<file path="src/rtl/jt51_pkg.sv">
// Shared constants and payload types for the JT51 serial DAC output path.
package jt51_pkg;

  localparam int unsigned FRAME_SLOTS = 32;
  localparam int unsigned WORD_SLOTS  = 16;
  localparam int unsigned PAD_BITS    = 3;
  localparam int unsigned MANT_BITS   = 10;
  localparam int unsigned EXP_BITS    = 3;
  localparam int unsigned SAMPLE_W    = 16;
  localparam int unsigned CNT_W       = $clog2(FRAME_SLOTS);

  // One serial word; bit 0 is the first slot sent.
  typedef struct packed {
    logic [EXP_BITS-1:0]  e;
    logic [MANT_BITS-1:0] m;
    logic [PAD_BITS-1:0]  pad;
  } word_t;

  // Left word occupies the low slots of the frame.
  typedef struct packed {
    word_t right;
    word_t left;
  } frame_t;

endpackage

</file>
<file path="src/rtl/jt51_ser_out_if.sv">
// Sample input and serial DAC output bundle of jt51_ser_out.
interface jt51_ser_out_if;
  import jt51_pkg::*;

  logic                cen;
  logic                sample_valid;
  logic [SAMPLE_W-1:0] left_in;
  logic [SAMPLE_W-1:0] right_in;
  logic                so;
  logic                sh1;
  logic                sh2;
  logic                overrun;

  modport master (
    output cen, sample_valid, left_in, right_in,
    input  so, sh1, sh2, overrun
  );

  modport slave (
    input  cen, sample_valid, left_in, right_in,
    output so, sh1, sh2, overrun
  );

endinterface

</file>
<file path="src/rtl/jt51_fp_enc.sv">
// Combinational 16-bit signed to 10-bit mantissa / 3-bit exponent float encoder.
module jt51_fp_enc
  import jt51_pkg::*;
(
  input  logic [SAMPLE_W-1:0]  x_i,
  output logic [MANT_BITS-1:0] m_o,
  output logic [EXP_BITS-1:0]  e_o
);

  // eq[i] set when bit i matches the sign bit
  logic [14:9] eq;

  assign eq = ~(x_i[14:9] ^ {6{x_i[15]}});

  always_comb begin
    e_o = 3'd7;
    if      (&eq[14:9])  e_o = 3'd1;
    else if (&eq[14:10]) e_o = 3'd2;
    else if (&eq[14:11]) e_o = 3'd3;
    else if (&eq[14:12]) e_o = 3'd4;
    else if (&eq[14:13]) e_o = 3'd5;
    else if (eq[14])     e_o = 3'd6;
    m_o = MANT_BITS'(x_i >> (e_o - 3'd1));
  end

endmodule

</file>
<file path="src/rtl/jt51_ser_out.sv">
// Serialises encoded left/right samples into a 32-slot frame with sample-hold strobes.
module jt51_ser_out
  import jt51_pkg::*;
(
  input  logic         clk,
  input  logic         rst,
  jt51_ser_out_if.slave bus
);

  localparam logic [CNT_W-1:0] LAST_SLOT = CNT_W'(FRAME_SLOTS - 1);
  localparam logic [CNT_W-1:0] SH1_SLOT  = CNT_W'(WORD_SLOTS - 1);

  logic [CNT_W-1:0]       cnt_q, cnt_d;
  logic                   pend_q, pend_d;
  logic [SAMPLE_W-1:0]    pl_q, pl_d, pr_q, pr_d;
  logic [FRAME_SLOTS-1:0] sr_q, sr_d;
  logic                   so_q, so_d;
  logic                   sh1_q, sh1_d;
  logic                   sh2_q, sh2_d;
  logic                   ovr_q, ovr_d;

  logic                   wrap_c;
  logic [SAMPLE_W-1:0]    enc_l_c, enc_r_c;
  logic [MANT_BITS-1:0]   m_l_c, m_r_c;
  logic [EXP_BITS-1:0]    e_l_c, e_r_c;
  frame_t                 frame_c;

  assign wrap_c = (cnt_q == LAST_SLOT);

  // A strobe on the wrap edge bypasses the pending registers
  assign enc_l_c = bus.sample_valid ? bus.left_in  : pl_q;
  assign enc_r_c = bus.sample_valid ? bus.right_in : pr_q;

  jt51_fp_enc u_enc_l (.x_i(enc_l_c), .m_o(m_l_c), .e_o(e_l_c));
  jt51_fp_enc u_enc_r (.x_i(enc_r_c), .m_o(m_r_c), .e_o(e_r_c));

  always_comb begin
    frame_c         = '0;
    frame_c.left.m  = m_l_c;
    frame_c.left.e  = e_l_c;
    frame_c.right.m = m_r_c;
    frame_c.right.e = e_r_c;
  end

  // Rotating the frame re-sends the last pair when nothing new is loaded
  always_comb begin
    cnt_d  = cnt_q;
    pend_d = pend_q;
    pl_d   = pl_q;
    pr_d   = pr_q;
    sr_d   = sr_q;
    ovr_d  = ovr_q;
    if (bus.cen) begin
      cnt_d = cnt_q + CNT_W'(1);
      ovr_d = 1'b0;
      sr_d  = {sr_q[0], sr_q[FRAME_SLOTS-1:1]};
      if (wrap_c) begin
        if (bus.sample_valid || pend_q) sr_d = frame_c;
        pend_d = 1'b0;
      end else if (bus.sample_valid) begin
        pl_d   = bus.left_in;
        pr_d   = bus.right_in;
        pend_d = 1'b1;
        ovr_d  = pend_q;
      end
    end
    so_d  = sr_d[0];
    sh1_d = (cnt_d == SH1_SLOT);
    sh2_d = (cnt_d == LAST_SLOT);
  end

  always_ff @(posedge clk) begin
    if (rst) begin
      cnt_q  <= '0;
      pend_q <= 1'b0;
      pl_q   <= '0;
      pr_q   <= '0;
      sr_q   <= '0;
      so_q   <= 1'b0;
      sh1_q  <= 1'b0;
      sh2_q  <= 1'b0;
      ovr_q  <= 1'b0;
    end else begin
      cnt_q  <= cnt_d;
      pend_q <= pend_d;
      pl_q   <= pl_d;
      pr_q   <= pr_d;
      sr_q   <= sr_d;
      so_q   <= so_d;
      sh1_q  <= sh1_d;
      sh2_q  <= sh2_d;
      ovr_q  <= ovr_d;
    end
  end

  assign bus.so      = so_q;
  assign bus.sh1     = sh1_q;
  assign bus.sh2     = sh2_q;
  assign bus.overrun = ovr_q;

endmodule
</file>
<file path="src/flat_wrapper.sv">
// flat-port wrapper written by rule: the top's interface ports become plain ports
module jt51_ser_out_flat import jt51_pkg::*;
  (clk, rst, bus_cen, bus_sample_valid, bus_left_in, bus_right_in, bus_so, bus_sh1, bus_sh2, bus_overrun);
  jt51_ser_out_if bus_i ();
  input  logic clk;
  input  logic rst;
  input wire logic [$bits(bus_i.cen)-1:0] bus_cen;
  input wire logic [$bits(bus_i.sample_valid)-1:0] bus_sample_valid;
  input wire logic [$bits(bus_i.left_in)-1:0] bus_left_in;
  input wire logic [$bits(bus_i.right_in)-1:0] bus_right_in;
  output wire logic [$bits(bus_i.so)-1:0] bus_so;
  output wire logic [$bits(bus_i.sh1)-1:0] bus_sh1;
  output wire logic [$bits(bus_i.sh2)-1:0] bus_sh2;
  output wire logic [$bits(bus_i.overrun)-1:0] bus_overrun;
  assign bus_i.cen = bus_cen;
  assign bus_i.sample_valid = bus_sample_valid;
  assign bus_i.left_in = bus_left_in;
  assign bus_i.right_in = bus_right_in;
  assign bus_so = bus_i.so;
  assign bus_sh1 = bus_i.sh1;
  assign bus_sh2 = bus_i.sh2;
  assign bus_overrun = bus_i.overrun;
  jt51_ser_out u_core (.clk(clk), .rst(rst), .bus(bus_i));
endmodule
</file>
<file path="config.mk">
export PLATFORM = sky130hd
export DESIGN_NAME = jt51_ser_out_flat
export DESIGN_NICKNAME = d
export VERILOG_FILES = /design/src/rtl/jt51_pkg.sv /design/src/rtl/jt51_ser_out_if.sv /design/src/rtl/jt51_fp_enc.sv /design/src/rtl/jt51_ser_out.sv /design/src/flat_wrapper.sv
export SDC_FILE = /design/constraint.sdc
export NUM_CORES = 1
export LEC_CHECK = 0
export CAP_MARGIN = 20
export CORE_MARGIN = 8
export CORE_UTILIZATION = 50
export CTS_CLUSTER_SIZE = 20
export DETAILED_ROUTE_END_ITERATION = 7
export GPL_ROUTABILITY_DRIVEN = 0
export GPL_TIMING_DRIVEN = 0
export PLACE_DENSITY = 0.7
export SLEW_MARGIN = 20
export SYNTH_ARGS = -nofsm -noshare
export SYNTH_HDL_FRONTEND = slang
export SYNTH_SLANG_ARGS = --single-unit
</file>
<file path="constraint.sdc">
create_clock -name clk -period 10.2 [get_ports clk]
set_input_delay 2.04 -clock clk [delete_from_list [all_inputs] [get_ports clk]]
set_output_delay 2.04 -clock clk [all_outputs]
set_load 0.03 [all_outputs]
</file>
; Yosys cells after proc, flatten, opt, wreduce, memory -nomap -nowiden
; Index checks and enable logic that the tools add are counted.
; W data, S select, Z words.
[op_classes]
add_sub_neg = 3
n_eq_ne = 3
shifts = 2
n_mux = 21
bitwise = 5
reduce_logical = 14
[op_table]
columns = cell, n
row1 = $mux W32, 2
row2 = $mux W16, 2
row3 = $shr A16 B3 Y10, 2
row4 = $mux W3, 6
row5 = $not A6 Y6, 2
row6 = $reduce_and A6 Y1, 2
row7 = $xor A6 B6 Y6, 2
row8 = $eq A5 B5 Y1 const B, 2
row9 = $reduce_and A5 Y1, 2
row10 = $mux W2, 4
row11 = $reduce_and A2 Y1, 4
row12 = $reduce_and A4 Y1, 2
row13 = $mux W1, 6
row14 = $reduce_and A3 Y1, 2
row15 = $sub A3 B1 Y3 const B, 2
row16 = $add A5 B1 Y5 const B, 1
row17 = $eq A5 B4 Y1 const B, 1
row18 = $mux W5, 1
row19 = $reduce_bool A2 Y1, 1
row20 = $logic_or A1 B1 Y1, 1
row21 = $not A1 Y1, 1
[word_totals]
ff_bits = 73
in_bits = 36
output_inout_bits = 4
word_cells = 57

; Depth between registers and ports, before layout
; Gate-level depths: netlist of run 1.
[logic_depth]
word_depth = 13
depth_mapped = 16
ltp_nobuf = 12

; By module
; From an unflattened synthesis of run 1, not the netlist that was laid out.
[hier_totals]
hier_cells = 581
hier_area_um2 = 4892.2
[modules_own_cells]
columns = module, instances, cells_per_inst, area_each_um2, seq_area_each_um2
row1 = jt51_ser_out, 1, 361, 3388.2, 1461.4
row2 = jt51_fp_enc, 2, 110, 752.0, 0.0

; Worst setup path before layout of run 1
; OpenSTA, ideal clock, no wires.
[synth_path]
path_kind = input-to-reg
startpoint = input port bus_sample_valid
endpoint = register u_core.sr_q[11]
setup_time_ns = 0.088
t_arrival_ns = 5.118
t_required_ns = 10.112
setup_slack_ns = 4.994
path_stages = 12
path_buffers = 4
cell_sequence = buf_6 > mux2i_1 > and4bb_1 > a211oi_2 > buf_6 > buf_6 > inv_1 > ha_1 > clkbuf_1 > mux4_2 > a211o_1 > a311oi_2
[synth_between]
elab_chain_cells = 13
elab_cells_between_ends = 19
cone_classes = add/sub (1) / shift (1) / mux (9) / bitwise (2) / reduce/logical (6)
[synth_rtl]
columns = element, line_no
row1 = start: declaration, flat_wrapper.sv:8  ; input wire logic [$bits(bus_i.sample_valid)-1:0] bus_sample_valid;
row2 = $mux W16, jt51_ser_out.sv:31  ; assign enc_l_c = bus.sample_valid ? bus.left_in : pl_q;
row3 = $xor A6 B6 Y6, jt51_fp_enc.sv:13  ; assign eq = ~(x_i[14:9] ^ {6{x_i[15]}});
row4 = $not A6 Y6, jt51_fp_enc.sv:13
row5 = $mux W1 / $reduce_and A2 Y1 (equally long branches), "jt51_fp_enc.sv:22, jt51_fp_enc.sv:21"
row6 = $mux W2, jt51_fp_enc.sv:21  ; else if (&eq[14:13]) e_o = 3'd5;
row7 = $mux W2, jt51_fp_enc.sv:20  ; else if (&eq[14:12]) e_o = 3'd4;
row8 = $mux W3, jt51_fp_enc.sv:19  ; else if (&eq[14:11]) e_o = 3'd3;
row9 = $mux W3, jt51_fp_enc.sv:18  ; else if (&eq[14:10]) e_o = 3'd2;
row10 = $mux W3, jt51_fp_enc.sv:17  ; if (&eq[14:9]) e_o = 3'd1;
row11 = $sub A3 B1 Y3, jt51_fp_enc.sv:23  ; m_o = MANT_BITS'(x_i >> (e_o - 3'd1));
row12 = $shr A16 B3 Y10, jt51_fp_enc.sv:23
row13 = $mux W32 *, jt51_ser_out.sv:58  ; if (bus.sample_valid || pend_q) sr_d = frame_c;
row14 = $mux W32 *, jt51_ser_out.sv:57  ; if (wrap_c) begin
row15 = end signal: assignment, jt51_ser_out.sv:88  ; sr_q <= sr_d;
row16 = end: declaration, jt51_ser_out.sv:16  ; logic [FRAME_SLOTS-1:0] sr_q, sr_d;
; Mark *: on every way between the ends. The rest lies on a longest branch, timed or not.
; A chain may end at the register's enable or synchronous reset.

; Worst setup path in the final report of run 1
[layout_path]
startpoint = input port bus_left_in[10]
endpoint = register u_core.sr_q[6]
[layout_between]
elab_chain_cells = 10
elab_cells_between_ends = 11
cone_classes = add/sub (1) / shift (1) / mux (5) / bitwise (2) / reduce/logical (2)
[layout_rtl]
columns = element, line_no
row1 = start: declaration, flat_wrapper.sv:9  ; input wire logic [$bits(bus_i.left_in)-1:0] bus_left_in;
row2 = $mux W16 *, jt51_ser_out.sv:31
row3 = $xor A6 B6 Y6, jt51_fp_enc.sv:13
row4 = $not A6 Y6, jt51_fp_enc.sv:13
row5 = $reduce_and A5 Y1, jt51_fp_enc.sv:18
row6 = $mux W3, jt51_fp_enc.sv:18
row7 = $mux W3, jt51_fp_enc.sv:17
row8 = $sub A3 B1 Y3, jt51_fp_enc.sv:23
row9 = $shr A16 B3 Y10 *, jt51_fp_enc.sv:23
row10 = $mux W32 *, jt51_ser_out.sv:58
row11 = $mux W32 *, jt51_ser_out.sv:57
; Marked as above.

==> results of run 1 <==
-- state kept, by name, summed over array words and instances, names as in the netlist --
| signal | cells |
|---|---|
| u_core.bus.overrun | 1 |
| u_core.pl_q | 16 |
| u_core.pr_q | 16 |
| u_core.pend_q | 1 |
| u_core.sr_q | 32 |
| u_core.cnt_q | 5 |
| u_core.bus.sh1 | 1 |
| u_core.bus.sh2 | 1 |
-- cells in the mapped netlist, types with 4 or more instances --
| master | count |
|---|---|
| nand2_1 | 79 |
| dfxtp_1 | 73 |
| nor2_1 | 57 |
| a21oi_1 | 44 |
| mux2i_1 | 35 |
| clkbuf_1 | 31 |
| a211oi_1 | 24 |
| mux2_2 | 17 |
| o21ai_0 | 16 |
| nand3_1 | 15 |
| nor3_1 | 13 |
| mux4_2 | 12 |
| a311oi_1 | 10 |
| and3_1 | 6 |
| buf_6 | 6 |
| a211o_1 | 5 |
| buf_2 | 5 |
| a22oi_1 | 4 |
| a311oi_2 | 4 |
| a31oi_1 | 4 |
| ha_1 | 4 |
| inv_1 | 4 |
| nand4_1 | 4 |
| o211ai_1 | 4 |
| or3_1 | 4 |
-- where the power goes --
group	internal, W	switching, W
logic	0.000103	0.000133
clock network	0.000145	0.000119
registers	0.000299	0.00000925
total	0.000547	0.000261
-- kinds of logic after synthesis --
| group | count (synthesis) | synth area share, % |
|---|---|---|
| flip-flops | 73 | 31.4 |
| multiplexers | 72 | 21.0 |
| AO/OA/AOI/OAI | 144 | 21.6 |
| AND/OR/NAND/NOR | 190 | 17.7 |
| buffers and inverters | 50 | 5.48 |
| XOR/XNOR | 7 | 1.72 |
| adder cells (fa/ha/maj) | 4 | 1.08 |
-- layout make-up --
cell class	instances	area share [%]
buffer	44	4.32
clock buffer	10	2.55
clock inverter	6	1.67
inverter	6	0.418
multi-input combinational	417	54.5
sequential	73	27.1
tap	111	2.58
timing repair buffer	37	6.87
-- through the flow --
step	instances	utilization (%)	setup WS (ns)	power [W]	cell area [µm²]
4_1_cts	704	58.9	4.53	0.000806	5390
5_1_grt	704	58.9	4.21	0.000846	5390
6_report	704	58.9	4.50	0.000807	5390
2_1_floorplan	540	-	4.99	0.000487	4660
3_5_place_dp	688	56.4	4.21	0.000545	5160
3_3_place_gp	688	56.4	4.26	0.000541	5160
-- metal layers --
layer | routed length (µm) | vias up
met5 | 0 | -
met3 | 486 | 29
li1 | - | 2097
met4 | 314 | 0
met1 | 5710 | 2108
met2 | 6340 | 117
-- final timing paths --
check,startpoint,endpoint,slack (ns),depth (start not counted)
hold reg to reg,u_core.pr_q[0],u_core.pr_q[0],0.45,2
setup / recovery,bus_left_in[10],u_core.sr_q[6],4.50,14
setup reg to reg,u_core.pl_q[10],u_core.sr_q[6],6.30,13
hold / removal,u_core.pr_q[0],u_core.pr_q[0],0.45,2
-- placed cells by master, fill, tap and decap left out, types with 6 or more instances in the layout --
cell	Yosys	routed
mux4_2	12	12
nand2_1	79	79
nor2_1	57	57
nor3_1	13	13
mux2i_1	35	35
mux2_2	17	17
clkbuf_1	31	31
a21oi_1	44	44
dfxtp_1	73	73
nand3_1	15	15
buf_6	6	6
clkdlybuf4s50_1	0	37
and3_1	6	6
o21ai_0	16	16
a311oi_1	10	10
a211oi_1	24	24
clkbuf_8	0	10
-- worst max-delay path, cell delays in order --
cell	delay, ns
clkdlybuf4s50_1	0.40
mux2i_1	0.58
and4bb_1	0.31
a211oi_2	0.24
buf_6	0.22
buf_6	0.17
inv_1	0.05
ha_1	0.26
clkbuf_1	0.35
clkbuf_1	0.42
mux4_2	0.40
nand2_1	0.08
nand3_1	0.10
a311oi_1	0.33
==> summary.txt, run 1 <==
Synth
  • Top FF cell, synth: dfxtp_1
  • Register bit total from synthesis: 73
  • Cell count after synthesis: 540
  • Number of enable flip-flop cells after synthesis: 0
  • Top post-synthesis cells by area: dfxtp_1 (31%), mux2i_1 (7.5%), nand2_1 (6.4%)
  • Post-Syn Area: 4660 µm²
  • Unique masters post-synth: 61
  • Yosys warnings: 0
  • Post-synth ARST share: 0%
  • Syn nets: 580
  • Post-synthesis sequential area ratio: 31.4%
  • Syn Area/Cell: 8.62 µm²
  • Synth top area share: 31.4%
  • Largest area contributor in the netlist: dfxtp_1

STA
  • Fin crit period: 5.70 ns
  • Final setup viols: 0
  • Worst Hold Slack: 0.452 ns
  • RSZ-0062 raised after global routing: no
  • Clk_skew: 0.00918 ns
  • Final period util: 55.9%
  • Setup_tns: 0 ns
  • Fmax: 0.176 GHz
  • Fin. Hold Viols: 0
  • Worst relative slew slack: 50.6%
  • Slew Viols, Final: 0
  • Worst-Margin Slew: 0.720 ns

Critical path
  • Critical Path Sink Type: flip-flop
  • Critical Path RT: 10.46 ns
  • Worst Setup Start Kind: primary input
  • Kind of critical path: primary input to flip-flop
  • CP Data Arrival Time: 5.95 ns
  • Worst Path Max Fanout: 10

Global routing
  • First-pass GRT wire length: 21100 µm
  • Initial antenna violation count: 0
  • Routing usage on met1: 26.0%
  • Vias in the first global route: 4175
  • Met2 usage: 34.6%
  • GR Layer Usage met3: 3.49%
  • Global routing's busiest layer: met2
  • GRT Residual Overflow: 0
  • Largest net degree at the start of global routing: 14
  • Total track usage: 20.7%

Pwr
  • VDD IR max: 0.0843 mV
  • Power Density: 150 nW/µm²
  • Leakage: 2.00 nW

Drt
  • Detailed Route Iter0 Violations: 274
  • 1st-pass router iterations: 5
  • Drc violations: 0
  • Drt total wl: 12900 µm
  • DR vias/cell: 6.18
  • Routed wire per std cell: 18.3 µm
  • Final ANT Viol Nets: 0
  • Vias: 4351

CTS
  • Num CTS Buffers: 9
  • TritonCTS clock tree: done
  • Clock Latency Late Sink: 0.36 ns
  • Deepest clock path buffer count: 2
  • Clk pin slew, worst setup/hold paths: 0.08 ns
  • Root buf cell: clkbuf_8
  • Postcts setup bufs: 0
  • Post-CTS Resized: 0
  • Post-CTS Hold Fix Bufs: 0
  • Total clock sinks: 73
  • Max H-tree Level: 3

Final layout
  • Storage cell area: 1460 µm²
  • Share of cells above drive strength 1: 12.3%
  • # nets final: 628
  • Area of the multi-input gates: 2940 µm²
  • Area Growth Syn to Fin: 15.8%
  • Fill cells: 830
  • Antenna diode count: 0

Place
  • PortBufs: 37
  • Detail Placement HPWL: 9460 µm

Floorplan
  • Die width: 112 µm
  • Die extent in y: 112 µm
  • Core Box Area: 9150 µm²
  • # rows: 35
  • Die ar.: 12700 µm²
  • Effective utilization at floorplan: 50.9%
  • I/O pins: 40

Status
  • Result of the run: complete, no violations

Flow run
  • Max-Cap Viols: 0

Min path
  • HP Class: flip-flop to flip-flop
Note: power is estimated with default switching activity, not from simulation.
==> run 2: changes to the inputs <==
==> constraint.sdc (replaced) <==
create_clock -name clk -period 5.9 [get_ports clk]
set_input_delay 1.18 -clock clk [delete_from_list [all_inputs] [get_ports clk]]
set_output_delay 1.18 -clock clk [all_outputs]
set_load 0.03 [all_outputs]
==> results of run 2 <==
Same layout as run 1 (identical final DEF). Status: complete, no violations.
Among the figures that moved: setup slack after placement 4.21 ns -> 0.773 ns; setup slack after layout 4.50 ns -> 1.06 ns; register-to-register setup slack 6.30 ns -> 2.00 ns; total power 0.000807 W -> 0.00140 W; worst IR drop on VDD 0.0843 mV -> 0.146 mV
==> run 3: changes to the inputs <==
--- a/config.mk
+++ b/config.mk
@@ -12,7 +12,7 @@
 export DETAILED_ROUTE_END_ITERATION = 7
 export GPL_ROUTABILITY_DRIVEN = 0
 export GPL_TIMING_DRIVEN = 0
-export PLACE_DENSITY = 0.7
+export PLACE_DENSITY = 0.72
 export SLEW_MARGIN = 20
 export SYNTH_ARGS = -nofsm -noshare
 export SYNTH_HDL_FRONTEND = slang
==> constraint.sdc (replaced) <==
create_clock -name clk -period 3.91 [get_ports clk]
set_input_delay 0.782 -clock clk [delete_from_list [all_inputs] [get_ports clk]]
set_output_delay 0.782 -clock clk [all_outputs]
set_load 0.03 [all_outputs]
==> summary.txt, run 3 (synthesized netlist as in run 1, its figures left out) <==
Critical path
  • Slowest-stage cell, CP: mux4_2
  • Critical Path RT: 4.18 ns
  • Worst Path Max Fanout: 10 (unchanged)
  • CP Data Arrival Time: 4.01 ns
  • Kind of critical path: primary input to flip-flop
  • Critical Path Sink Type: flip-flop
  • Crit path from: bus_sample_valid
  • RR Startpoint: u_core.pl_q[14]
  • Worst path max stage delay: 0.56 ns (-0.02 ns)
  • Worst Setup Start Kind: primary input
  • Crit path cell chain: buf_6 > buf_6 > buf_2 > buf_2 > mux2i_2 > o41ai_1 > a211oi_2 > ha_4 > mux4_2 > a211o_1 > a311oi_2
  • FF-to-FF setup slack: 0.66 ns

Global routing
  • Total track usage: 20.6% (-0.17 points)
  • GRT Residual Overflow: 0 (unchanged)
  • Initial antenna violation count: 0 (unchanged)
  • Largest net degree at the start of global routing: 14 (unchanged)
  • Vias in the first global route: 4232 (+1.4%)
  • First-pass GRT wire length: 21200 µm (+0.33%)

STA
  • Fin. Hold Viols: 0 (unchanged)
  • Final period util: 95.6%
  • Clk_skew: 0.0145 ns (+0.00533 ns)
  • Fmax: 0.268 GHz
  • Slew Viols, Final: 0 (unchanged)
  • Fin crit period: 3.74 ns
  • Worst relative slew slack: 50.0% (-0.65 points)
  • Final setup viols: 0 (unchanged)
  • RSZ-0062 raised after global routing: no
  • Worst-Margin Slew: 0.750 ns (+0.0303 ns)

Final layout
  • Fin cells: 705 (+0.14%)
  • Layout Utilization: 60.9% (+2.0 points)
  • Final instance area: 5570 µm² (+3.4%)
  • Antenna diode count: 0 (unchanged)
  • Share of cells above drive strength 1: 15.7% (+3.3 points)
  • Most frequent cells in the layout: nand2_1 (79), dfxtp_1 (73), nor2_1 (57)
  • Largest Register: u_core.sr_q
  • Area Growth Syn to Fin: 19.7%
  • Max reg flops: 32 (unchanged)
  • Largest regs: u_core.sr_q x32, u_core.pl_q x16, u_core.pr_q x16
  • # nets final: 629 (+0.16%)
  • Most common cell after layout, fill and taps aside: nand2_1

Pwr
  • VDD IR max: 0.211 mV
  • Sw frac: 30.8%
  • Power Density: 406 nW/µm²
  • Switching Power: 0.000696 W
  • Leakage: 2.04 nW (+2.1%)
  • Clk network pwr share: 35.3% (+2.6 points)
  • Comb power frac: 29.1% (about the same)
  • Flop pwr share: 35.6% (-2.6 points)
  • Internal power: 0.00157 W

Floorplan
  • I/O pins: 40 (unchanged)
  • Effective utilization at floorplan: 50.9% (unchanged)
  • # rows: 35 (unchanged)
  • Die width: 112 µm (unchanged)
  • Die ar.: 12700 µm² (unchanged)
  • Core Box Area: 9150 µm² (unchanged)
  • Die extent in y: 112 µm (unchanged)

Place
  • PortBufs: 37 (unchanged)
  • Detail Placement HPWL: 9460 µm (about the same)
  • DP Cell Count: 688 (unchanged)
  • DP Area: 5170 µm² (about the same)

Min path
  • HP Class: flip-flop to flip-flop
  • Hold path start: u_core.pr_q[8]

Drt
  • Met1 Wirelength: 5570 µm (-2.4%)
  • Vias: 4361 (+0.23%)
  • DR vias/cell: 6.19 (about the same)
  • Drc violations: 0 (unchanged)
  • Metal2 WL: 6390 µm (+0.65%)
  • Drt total wl: 13000 µm (+1.1%)
  • Final ANT Viol Nets: 0 (unchanged)
  • Met3 WL: 753 µm (+55%)
  • Detailed Route Iter0 Violations: 255 (-6.9%)
  • Top Layer Used: met4
  • 1st-pass router iterations: 5 (unchanged)
  • Routed wire per std cell: 18.4 µm (+0.94%)

CTS
  • TritonCTS clock tree: done
  • Num CTS Buffers: 9 (unchanged)
  • Root buf cell: clkbuf_8
  • Total clock sinks: 73 (unchanged)
  • Clk pin slew, worst setup/hold paths: 0.08 ns (about the same)
  • Clock Latency Late Sink: 0.36 ns (about the same)
  • Deepest clock path buffer count: 2 (unchanged)
  • Max H-tree Level: 3 (unchanged)

Flow run
  • Max-Cap Viols: 0 (unchanged)

Status
  • Result of the run: complete, no violations
-- run 3: cell types whose count changed in the layout (fill, tap and decap cells not counted), moves of 2 or more --
cell and change:
a21oi_1 -2, a21oi_2 +2, buf_4 +3, bufinv_16 +2, clkbuf_1 -4, clkbuf_4 +2
ha_1 -2, ha_4 +2, mux2i_1 -5, mux2i_4 +4
-- run 3: through the flow --
stage / TNS (ns) / total power (W) / setup slack, ns / hold slack, ns
after global routing: 0 / 0.00235 / 0.00322 / 0.482
after global placement: -8.81 / 0.00141 / -0.747 / 0.440
after detailed placement: -10.32 / 0.00143 / -0.889 / 0.446
final: 0 / 0.00226 / 0.173 / 0.457
after floorplan: 0 / 0.00127 / 0.00124 / 0.432
after CTS: 0 / 0.00223 / 0.0186 / 0.458
-- run 3: worst max-delay path, delay by kind of cell --
family / cells / cell delay, ns
adder cells (fa/ha/maj): 1 / 0.26
AO/OA/AOI/OAI: 4 / 1.04
multiplexers: 2 / 0.91
buffers and inverters: 4 / 1.00
-- run 3: timing repair --
action	4_1_cts	5_1_grt
hold buffers	0	0
setup buffers	0	3
pin swaps	0	1
cloned	0	0
setup endpoints to repair	15	19
resized for setup	15	9
-- run 3: power by group through the flow --
stage,registers (W),logic [W],clock network [W]
after floorplan,0.000814,0.000457,0
after CTS,0.000803,0.000626,0.000798
after detailed placement,0.000820,0.000607,0
after global placement,0.000818,0.000593,0
final,0.000805,0.000659,0.000798
after global routing,0.000808,0.000712,0.000825
-- run 3: final cells by class --
type / count / area [µm²]
multi-input cells: 417 / 3060
fillers: 782 / 3580
flip-flops and latches: 73 / 1460
repair buffers: 40 / 393
clock buffers: 9 / 124
well taps: 111 / 139
inverters: 6 / 23.8
plain buffers: 42 / 233
clock inverters: 7 / 143
-- run 3: layer usage --
| metal | track usage [%] | up-vias |
|---|---|---|
| met4 | 8.45 | 0 |
| met1 | 24.9 | 2129 |
| met2 | 35.2 | 115 |
| met5 | 0 | - |
| li1 | - | 2095 |
| met3 | 3.76 | 22 |
-- run 3: worst paths after layout --
| kind | cells after the start | end |
|---|---|---|
| max | 11 | u_core.sr_q[11] |
| min | 2 | u_core.pr_q[8] |
| max reg2reg | 11 | u_core.sr_q[11] |
| min reg2reg | 2 | u_core.pr_q[8] |
